$ cat src/rtl/seq_detect_1011.sv
// Serial 1011 pattern detector with a registered hit pulse and a saturating hit counter.
// Define SEQDET_OVERLAP_EN for overlapping detection (S4 on 0 -> S2); otherwise S4 on 0 -> S0.
module seq_detect_1011 #(
   parameter int CNT_W = 8
) (
   input  logic             clk,
   input  logic             RST_N,
   input  logic             din,
   input  logic             din_vld,
   input  logic             clr,
   output logic             hit,
   output logic [2:0]       state,
   output logic [CNT_W-1:0] hit_cnt
);

   typedef enum logic [2:0] {
      S0 = 3'd0,
      S1 = 3'd1,
      S2 = 3'd2,
      S3 = 3'd3,
      S4 = 3'd4
   } state_t;

   localparam logic [CNT_W-1:0] CNT_ONE = {{(CNT_W-1){1'b0}}, 1'b1};
   localparam logic [CNT_W-1:0] CNT_MAX = {CNT_W{1'b1}};

   state_t           state_q, state_d;
   logic             hit_q, hit_d;
   logic [CNT_W-1:0] cnt_q, cnt_d;

   // NOTE: every variable assigned here gets a default first, so no path can infer a latch.
   always_comb begin
      state_d = state_q;
      hit_d   = 1'b0;
      cnt_d   = cnt_q;

      if (clr) begin
         state_d = S0;
         cnt_d   = '0;
      end else begin
         case (state_q)
            S0: if (din_vld) state_d = din ? S1 : S0;
            S1: if (din_vld) state_d = din ? S1 : S2;
            S2: if (din_vld) state_d = din ? S3 : S0;
            S3: begin
               if (din_vld) begin
                  if (din) begin
                     state_d = S4;
                     hit_d   = 1'b1;
                     cnt_d   = (cnt_q == CNT_MAX) ? cnt_q : cnt_q + CNT_ONE;
                  end else begin
                     state_d = S2;
                  end
               end
            end
            S4: begin
               if (din_vld) begin
`ifdef SEQDET_OVERLAP_EN
                  state_d = din ? S1 : S2;
`else
                  state_d = din ? S1 : S0;
`endif
               end
            end
            // Codes 5..7 can only come from an upset; recover regardless of din_vld.
            default: state_d = S0;
         endcase
      end
   end

   // NOTE: sequential state uses non-blocking assignments so all registers update from pre-edge values.
   always_ff @(posedge clk or negedge RST_N) begin
      if (!RST_N) begin
         state_q <= S0;
         hit_q   <= 1'b0;
         cnt_q   <= '0;
      end else begin
         state_q <= state_d;
         hit_q   <= hit_d;
         cnt_q   <= cnt_d;
      end
   end

   assign state   = state_q;
   assign hit     = hit_q;
   assign hit_cnt = cnt_q;

endmodule

$ cat config.mk
export PLATFORM = sky130hd
export DESIGN_NAME = seq_detect_1011
export DESIGN_NICKNAME = d
export VERILOG_FILES = /design/src/rtl/seq_detect_1011.sv
export SDC_FILE = /design/constraint.sdc
export NUM_CORES = 1
export LEC_CHECK = 0
export CORE_UTILIZATION = 25
export DETAILED_ROUTE_END_ITERATION = 10
export PLACE_DENSITY_LB_ADDON = 0.1
export SKIP_LAST_GASP = 1
export SLEW_MARGIN = 0
export SYNTH_ARGS = -nofsm -noshare
export SYNTH_HDL_FRONTEND = slang
export SYNTH_SLANG_ARGS = --single-unit
$ cat constraint.sdc
create_clock -name clk -period 1.9 [get_ports clk]
set_clock_uncertainty 0.15 [all_clocks]
set_input_delay 0.38 -clock clk [delete_from_list [all_inputs] [get_ports clk]]
set_output_delay 0.38 -clock clk [all_outputs]
set_load 0.02 [all_outputs]
==> results.cfg, run 1 <==
[synthesis]
synth_area_um2 = 651
postSynthCellCount = 68
synthesis.nets = 74
synthDistinctLibCells = 27
synth_top_area_frac = 0.462
synth_enable_flop_cells = 0
yosysWarnings = 0
synth-seq-cells = 12
synthArstFlopShare = 1.00
synthTopCellsByArea = dfrtp_1 46%, a21oi_1 6.2%, nor2_1 5.2%
seq_area_frac_synth = 0.462
synth.avg_cell_area_um2 = 9.57
synth_top_cell_by_area = dfrtp_1
ys.flop_type = dfrtp_1

[global_route]
overflow = 0
grt_pass1_vias = 554
grt_max_degree = 13
antenna_found_initial = 0
grt_pass1_wl_um = 2550
track_usage = 0.136

[cts]
cts_tree = done
cts_root_buf = clkbuf_4
clockBufferDepth = 2
cts.sinks = 12
clk_pin_slew_ns = 0.08
cts_inserted_buffers = 3
h-tree-depth = 1
insertion_delay_ns = 0.28

[place]
place_ws_ns = -0.205
hpwl_um = 1150
gp_congestion = 0.711
placedCellCount = 121
portBuffers = 16

[pwr]
cellLeakagePower_uw = 0.000497
p_per_area_nw_per_um2 = 540
ir_drop_v = 0.000372
finalPower_uw = 512

[hold_path]
hp-class = in2async

[timing]
hold_viol = 0
slew_headroom = 0.760
maxSlewViolCount = 0
rsz0062_at_grt = no
fmax_mhz = 544
period_minus_slack_ns = 1.84
fin_crit_sh = 0.967
post-route-worst-setup-slack_ns = 0.0631
finalSetupViolCount = 0
max_slew.worst_pin.slew_ns = 0.359

[layout]
layout_commonest_cell = dfrtp_1
areaGrowthSynthToFinish_pct = 45.8
diodes = 0
final_nets = 102
fill_cells = 274
fin_cells = 125
drive_gt1_frac = 0.179
final_cell_mix = 12 x dfrtp_1, 9 x nor2_1, 8 x a21oi_1, 8 x buf_4, 7 x clkdlybuf4s50_1

[run_status]
status = complete, no violations

[critical_path]
worstPathMaxFanout = 4
worst-path-buf-inv = 1
r2r_cells = 4
cp_top_family = buffers and inverters
reg2reg_slack_ns = 0.13
start_kind = flip-flop
r2r_end = hit_cnt[6]
critPathKind = reg2out
worstPathRequired_ns = 1.37
critPathMaxStageDelay_ns = 0.62
startpoint = hit_cnt[1]
cp_cell_sequence = clkdlybuf4s50_1
cp-end-kind = output port
cp_slowest_cell = clkdlybuf4s50_1
endpoint = hit_cnt[1]
reg2reg_from = state[2]
cp.arrival_ns = 1.31
cp_num_cells = 1

[detailed_routing]
drt-total-wl_um = 1600
routedWlPerCell_um = 12.8
first_pass_iters = 2
drc = 0
via_per_inst = 4.87
vias = 609
detail-route-antenna-nets = 0
drt_first_iter_violations = 7

[floorplan]
die_height_um = 53.0
dieArea_um2 = 2810
ioPinCount = 17
start_util = 0.263
core_area_um2 = 2480
dieWidth_um = 53.0
rows = 18

[flow_run]
cap_violations = 0
-- how the worst min path moves through the flow --
stage                       endpoint     start
after floorplan                  hit     RST_N
after global placement      state[1]  state[2]
after detailed placement    state[1]  state[2]
after CTS                   state[1]     RST_N
after global routing        state[0]     RST_N
final                     hit_cnt[1]     RST_N
-- Yosys cell counts, types with 2 or more instances --
cell / n
a21oi_1: 8
and3_1: 2
dfrtp_1: 12
inv_1: 4
mux2_1: 3
nand2_1: 2
nand2b_1: 2
nand4_1: 2
nor2_1: 9
nor2b_1: 2
nor3_1: 4
o21ai_0: 3
-- registers in the layout (all words and copies together) (netlist names) --
name     flops
hit          1
hit_cnt      8
state        3
-- where the power goes --
part	internal, uW	switching, uW	total, uW
Combinational	20.2	20.9	41.1
Clock	117	95.0	212
Sequential	257	2.43	259
Total	394	118	512
-- timing repair --
action                     CTS  global route
setup endpoints to repair    4             5
hold buffers                 0             0
gates resized for setup      4             5
setup buffers                0             0
-- per-layer routing --
metal	GRT usage	vias up	wire length, um	share of wire
met4	0.0921	0	39	0.024
met5	0	-	0	0
met1	0.175	292	773	0.48
met2	0.196	9	734	0.46
met3	0.0345	4	52	0.033
li1	-	304	-	-
-- final cells by class --
cell class,instances,area (um2),share of cell area
multi-input cells,51,332,0.350
flip-flops and latches,12,300,0.317
inverters,4,15.0,0.0158
clock buffers,4,36.3,0.0383
repair buffers,24,228,0.240
well taps,30,37.5,0.0396
-- stage by stage --
step           TNS [ns]  hold WS (ns)  instance area, um2  utilization
6_report              0         0.244                 948        0.383
5_1_grt               0         0.255                 948        0.383
4_1_cts               0         0.238                 936        0.378
3_5_place_dp     -0.667         0.380                 905        0.365
3_3_place_gp     -0.610         0.396                 905        0.365
2_1_floorplan         0       -0.0656                 651            -
-- logic make-up (layout without fill, tap and decap cells) --
family	Yosys count	in the layout	synth area share
compound gates	16	16	0.163
mux	4	4	0.0673
buf+inv	5	32	0.0288
flops	12	12	0.462
simple gates	30	30	0.260
fa+ha+maj	1	1	0.0192
(Power assumes the default switching activity.)
==> run 2: changes to the inputs <==
Settings changed: CORE_UTILIZATION 25 to 46, CTS_CLUSTER_SIZE set to 12, PLACE_DENSITY_LB_ADDON 0.1 to 0.08.
==> results.cfg, run 2 (synthesis results as in run 1) <==
[timing]
slew_headroom = 0.636
fmax_mhz = 537
max_slew.worst_pin.slew_ns = 0.545
maxSlewViolCount = 0
period_minus_slack_ns = 1.86
hold_viol = 0
finalSetupViolCount = 0
fin_crit_sh = 0.981
rsz0062_at_grt = no

[critical_path]
cp_cell_sequence = clkdlybuf4s50_1
critPathKind = reg2out
startpoint = hit_cnt[2]
worstPathMaxFanout = 5
r2r_end = hit_cnt[6]
critPathMaxStageDelay_ns = 0.63
worst-path-buf-inv = 1
worstPathRequired_ns = 1.37
cp-end-kind = output port
reg2reg_from = state[2]
r2r_cells = 4
reg2reg_slack_ns = 0.14
cp.arrival_ns = 1.33
start_kind = flip-flop
cp_top_family = buffers and inverters
cp_slowest_cell = clkdlybuf4s50_1

[layout]
final_cell_mix = 12 x dfrtp_1, 9 x nor2_1, 9 x clkdlybuf4s50_1
regArea_um2 = 300
fin_cells = 107
final_nets = 99
layout_commonest_cell = dfrtp_1
fill_cells = 98
multi_input_area_um2 = 332
fin_util = 0.705
final_cell_area_um2 = 917
largest_register_ffs = 8
areaGrowthSynthToFinish_pct = 41.0
diodes = 0
drive_gt1_frac = 0.152

[detailed_routing]
drt-total-wl_um = 1410
detail-route-antenna-nets = 0
via_per_inst = 5.52
first_pass_iters = 4
vias = 591
routedWlPerCell_um = 13.1
drt_first_iter_violations = 11
drc = 0

[cts]
clockBufferDepth = 2
cts_inserted_buffers = 3
cts_tree = done
cts_resized = 0
cts_root_buf = clkbuf_4
h-tree-depth = 1
clk_pin_slew_ns = 0.08
insertion_delay_ns = 0.27
cts.sinks = 12
post-cts-setup-buffers = 0
cts_hold_buf = 0

[floorplan]
dieArea_um2 = 1570
rows = 13
die_height_um = 39.6
dieWidth_um = 39.6
start_util = 0.500
ioPinCount = 17
core_area_um2 = 1300

[place]
dpl_cell_area_um2 = 863
hpwl_um = 997
portBuffers = 16
gp_congestion = 0.717
placedCellCount = 103

[pwr]
ir_drop_v = 0.000472
p_per_area_nw_per_um2 = 549
cellLeakagePower_uw = 0.000500

[global_route]
track_usage = 0.213
grt_max_degree = 13
overflow = 0
antenna_found_initial = 0
grt_pass1_wl_um = 2180
grt_pass1_vias = 487

[run_status]
status = complete, no violations

[hold_path]
hp-class = in2async

[flow_run]
cap_violations = 0
run 2: cell types whose count changed in the layout (fill, tap and decap cells not counted), sizes merged:
cell	change
dlymetal6s2s	+2
buf	-3
dlygate4sd2	-4
clkdlybuf4s50	+2
run 2: cell type report:
type / count / share of cell area
Clock buffer: 4 / 0.0396
Inverter: 4 / 0.0164
Tap cell: 15 / 0.0205
Timing Repair Buffer: 21 / 0.235
Multi-Input combinational cell: 51 / 0.362
Sequential cell: 12 / 0.327
run 2: how the worst max path moves through the flow:
stage | cells past startpoint | slack (ns) | endpoint
after CTS | 1 | 0.007 | state[2]
after global placement | 5 | -0.16 | hit_cnt[6]
after detailed placement | 5 | -0.19 | hit_cnt[6]
after floorplan | 4 | 0.17 | hit_cnt[6]
after global routing | 1 | 0.003 | hit_cnt[2]
final | 1 | 0.04 | hit_cnt[2]
run 2: power breakdown:
part | switching (uW) | leakage [uW] | internal, uW
Sequential | 2.30 | 0.000167 | 257
Combinational | 19.7 | 0.000312 | 18.2
Clock | 90.3 | 0.0000210 | 116
Total | 112 | 0.000500 | 391
run 2: stage by stage:
step | setup TNS, ns | setup slack (ns) | total power [uW] | hold WS (ns)
after floorplan | 0 | 0.170 | 276 | -0.0656
after global placement | -0.495 | -0.157 | 302 | 0.391
after detailed placement | -0.639 | -0.189 | 303 | 0.390
after CTS | 0 | 0.00688 | 509 | 0.327
after global routing | 0 | 0.00321 | 526 | 0.349
final | 0 | 0.0366 | 503 | 0.305
run 2: layer usage:
metal	vias up	wire length, um	GRT usage
met2	14	685	0.340
met4	0	12	0.103
met5	-	0	0
li1	296	-	-
met1	279	649	0.264
met3	2	59	0.0511
run 2: worst reg2reg max path: cells and delay by family, from the launching register on:
kind             cells  cell delay [ns]
muxes                1             0.33
DFF                  1             0.45
and+or+nand+nor      3             0.72
==> run 3: changes to the inputs <==
Settings changed: CORE_UTILIZATION 46 to 40.
==> results.cfg, run 3 (synthesis results as in run 1) <==
[detailed_routing]
first_pass_iters = 4
drc = 0
dr_wl_met3_um = 42
topRoutingLayerUsed = met4
drt-total-wl_um = 1480
vias = 575
met1_length_um = 717
detail-route-antenna-nets = 0
met2WireLength_um = 704
drt_first_iter_violations = 11
routedWlPerCell_um = 13.4
via_per_inst = 5.23

[critical_path]
r2r_end = hit_cnt[6]
worstPathRequired_ns = 1.37
cp-end-kind = output port
reg2reg_slack_ns = 0.18
worstPathMaxFanout = 6
cp_cell_sequence = clkdlybuf4s50_1
startpoint = hit_cnt[5]
critPathMaxStageDelay_ns = 0.63
cp_top_family = buffers and inverters
worst-path-buf-inv = 1
reg2reg_from = state[2]
critPathKind = reg2out
cp.arrival_ns = 1.33
endpoint = hit_cnt[5]
start_kind = flip-flop
cp_slowest_cell = clkdlybuf4s50_1
cp_num_cells = 1
r2r_cells = 4

[layout]
layout_commonest_cell = dfrtp_1
fin_cells = 110
areaGrowthSynthToFinish_pct = 42.5
fill_cells = 143
final_nets = 101
largest_register_ffs = 8
drive_gt1_frac = 0.170
final_cell_mix = 12 x dfrtp_1, 10 x clkdlybuf4s50_1, 9 x nor2_1
diodes = 0

[place]
gp_congestion = 0.762
placedCellCount = 106
hpwl_um = 1050
portBuffers = 16

[floorplan]
die_height_um = 42.3
dieWidth_um = 42.3
dieArea_um2 = 1790
core_area_um2 = 1510
rows = 14
start_util = 0.432
ioPinCount = 17

[cts]
cts_inserted_buffers = 3
cts_tree = done
h-tree-depth = 1
clk_pin_slew_ns = 0.08
cts.sinks = 12
clockBufferDepth = 2
cts_root_buf = clkbuf_4
insertion_delay_ns = 0.27

[global_route]
grt_max_degree = 13
antenna_found_initial = 0
grt_pass1_vias = 534
track_usage = 0.182
grt_pass1_wl_um = 2450
overflow = 0

[pwr]
cellLeakagePower_uw = 0.000475
p_per_area_nw_per_um2 = 541
finalPower_uw = 502
ir_drop_v = 0.000313

[timing]
maxSlewViolCount = 0
fin_crit_sh = 0.977
period_minus_slack_ns = 1.86
finalSetupViolCount = 0
slew_headroom = 0.634
max_slew.worst_pin.slew_ns = 0.547
fmax_mhz = 539
hold_viol = 0

[hold_path]
hp-class = in2async

[flow_run]
cap_violations = 0

[run_status]
status = complete, no violations
-- run 3: worst min-delay path by stage --
| stage | end | from | cells after the start |
|---|---|---|---|
| after floorplan | hit | RST_N | 0 |
| after global placement | state[1] | state[2] | 1 |
| after detailed placement | state[1] | state[2] | 1 |
| after CTS | hit_cnt[3] | RST_N | 1 |
| after global routing | hit_cnt[3] | RST_N | 1 |
| final | hit_cnt[3] | RST_N | 1 |
-- run 3: repair_timing --
action	CTS	global route
buffers inserted	0	0
setup endpoints to repair	1	5
hold buffers	0	0
gates resized for setup	1	5
-- run 3: final cells by class --
type | count | area, um2 | share of cell area
multi-input combinational | 51 | 332 | 0.358
sequential | 12 | 300 | 0.324
inverter | 4 | 15.0 | 0.0162
tap | 16 | 20.0 | 0.0216
clock buffer | 4 | 36.3 | 0.0391
timing repair buffer | 23 | 224 | 0.242
-- run 3: report_power, final --
group,switching [uW],internal (uW)
clock,88.4,116
sequential,2.48,257
combinational,19.9,18.2
-- run 3: through the flow --
stage / cell area [um2] / hold WS (ns) / setup slack [ns] / TNS [ns] / utilization
after detailed placement: 880 / 0.379 / -0.153 / -0.575 / 0.584
after floorplan: 651 / -0.0656 / 0.170 / 0 / -
after global placement: 880 / 0.383 / -0.135 / -0.516 / 0.584
after CTS: 915 / 0.328 / 0.00166 / 0 / 0.607
final: 927 / 0.310 / 0.0442 / 0 / 0.615
after global routing: 927 / 0.372 / -0.000298 / -0.000298 / 0.615
-- run 3: per-layer routing --
metal	global-route usage	up-vias
li1	-	298
met1	0.245	266
met2	0.292	9
met3	0.0259	2
met4	0.0750	0
met5	0	-
==> RTL edit (config.mk and constraints of run 3) <==
Change the parameter `CNT_W` from 8 to 7.
--- a/src/rtl/seq_detect_1011.sv
+++ b/src/rtl/seq_detect_1011.sv
@@ -1,7 +1,7 @@
 // Serial 1011 pattern detector with a registered hit pulse and a saturating hit counter.
 // Define SEQDET_OVERLAP_EN for overlapping detection (S4 on 0 -> S2); otherwise S4 on 0 -> S0.
 module seq_detect_1011 #(
-   parameter int CNT_W = 8
+   parameter int CNT_W = 7
 ) (
    input  logic             clk,
    input  logic             RST_N,
Ports: changed (resized hit_cnt); port bits go from 17 to 16. The function was not compared with the original's and may differ.
==> RTL edit against run 3 <==
  * Combinational power fell by 10%
  * Total power fell by 14%
  * Final area fell by 10%
  * Worst setup slack improved by 35 ps
  * Wire length fell by 16%
  * Core utilization rose by 0.93 points
  * Synthesized area fell by 8.7%
  * Largest cell class unchanged
  * Fmax rose by 1.9%
  * Sequential cell count fell by 1
  * Highest routed layer unchanged
  * Critical path depth did not move
  * Via count fell by 11%
==> RTL edit: results (changes against run 3) <==
stage	metric	value	unit	change
logic_synthesis	yosys-top-cells-count	dfrtp_1 (11), nor2_1 (9), nand3_1 (4)		was dfrtp_1 (12), nor2_1 (9), a21oi_1 (8)
placed_design	gp_congestion	0.7528		was 0.7624
logic_synthesis	synth_xor_area_frac	0.01474		was 0
logic_synthesis	yosys.area_share.adder	0.02105		was 0.01923
status	status	finished clean		unchanged
final_layout	drive_above_1_share	0.2073		was 0.1702
routing	drt-total-wl	1.239	mm	was 1.479 mm
timing	period_needed	1821	ps	was 1856 ps
power	leakagePower	0.4106	nW	was 0.4754 nW
setup_path	path_max_fanout	5		was 6
timing	slew_headroom	0.6568		was 0.6343
routing	drt-met1-wl	629	µm	was 717 µm
placed_design	io_buffers	15		was 16
final_layout	antenna_cells	0		unchanged
global_route	grt_use_total	0.1945		was 0.1820
logic_synthesis	synth_top_area_cell	dfrtp_1		unchanged
logic_synthesis	yosys-mux-area-fraction	0.06947		was 0.06731
final_layout	fillCellCount	112		was 143
logic_synthesis	seq_area_frac_synth	0.4632		was 0.4615
placed_design	hpwl	888.9	µm	was 1.050 mm
logic_synthesis	syn_nets	65		was 74
final_layout	largest_reg_flops	7		was 8
global_route	first_global_vias	442		was 534
routing	dr_wl_met3	60	µm	was 42 µm
routing	routed_via_density	5.289		was 5.227
global_route	grt_max_degree	12		was 13
routing	wl_met2	531	µm	was 704 µm
logic_synthesis	synthTopCellsByArea	dfrtp_1 (46%), nor2_1 (5.7%), mux2i_1 (5.1%)		was dfrtp_1 (46%), a21oi_1 (6.2%), nor2_1 (5.2%)
routing	drt_iter0_markers	10		was 11
power	ir_drop	0.3220	mV	was 0.3132 mV
global_route	grt_pass1_wl	1.994	mm	was 2.449 mm
logic_synthesis	synth_compound_area_frac	0.1537		was 0.1635
==> RTL edit: through the flow <==
stage,setup slack [ps],instance area [µm²],std cells,util,hold slack (ps)
final,79.10,833.3,97,0.6248,299.9
after floorplan,17.29,599.3,59,-,-65.59
after detailed placement,-172.9,802.0,93,0.6013,408.6
after global placement,-177.7,802.0,93,0.6013,394.0
after global routing,33.66,833.3,97,0.6248,351.0
after CTS,2.951,825.8,97,0.6191,316.9
==> RTL edit: path summary, 6_finish.rpt <==
kind / from / to / slack (ps) / depth (start not counted)
max: hit_cnt[5]$_DFFE_PN0P_ / hit_cnt[5] / 80 / 1
min: RST_N / state[1]$_DFFE_PN0P_ / 300 / 1
max reg2reg: hit_cnt[0]$_DFFE_PN0P_ / hit_cnt[3]$_DFFE_PN0P_ / 130 / 5
min reg2reg: hit_cnt[1]$_DFFE_PN0P_ / hit_cnt[1]$_DFFE_PN0P_ / 430 / 2
max in group asynchronous: RST_N / hit_cnt[1]$_DFFE_PN0P_ / 930 / 1
min in group clk: hit_cnt[1]$_DFFE_PN0P_ / hit_cnt[1]$_DFFE_PN0P_ / 430 / 2
==> RTL edit: logic make-up after synthesis <==
kind of cell	after synthesis
flops	11
simple gates	26
buf+inv	4
mux	4
fa+ha+maj	1
compound gates	12
xor+xnor	1
==> RTL edit: area by class of cell <==
| class | instances | share of cell area |
|---|---|---|
| Inverter | 2 | 0.009009 |
| Tap cell | 15 | 0.02252 |
| Sequential cell | 11 | 0.3333 |
| Multi-Input combinational cell | 44 | 0.3634 |
| Timing Repair Buffer | 21 | 0.2402 |
| Clock buffer | 4 | 0.03153 |
==> RTL edit: routing by layer <==
| metal | global-route usage | vias to the layer above |
|---|---|---|
| met5 | 0 | - |
| met3 | 0.05000 | 2 |
| met4 | 0.1250 | 0 |
| met1 | 0.2287 | 237 |
| met2 | 0.3095 | 13 |
| li1 | - | 261 |
==> RTL edit: what timing repair did <==
action / in CTS / in global routing
resized for setup: 2 / 3
hold buffers: 0 / 0
endpoints found under the setup margin: 2 / 3
==> RTL edit: power breakdown <==
group | internal [W] | switching [W] | total [W]
sequential | 0.000235 | 0.00000308 | 0.000239
clock | 0.0000812 | 0.0000791 | 0.000160
combinational | 0.0000159 | 0.0000184 | 0.0000343
total | 0.000333 | 0.000101 | 0.000433
==> RTL edit: worst reg2reg max path: cells and delay by family, from the launching register on <==
kind            cells  cell delay, ps
fa+ha+maj           1             190
simple gates        2             350
flops               1             430
mux                 1             320
compound gates      1             210
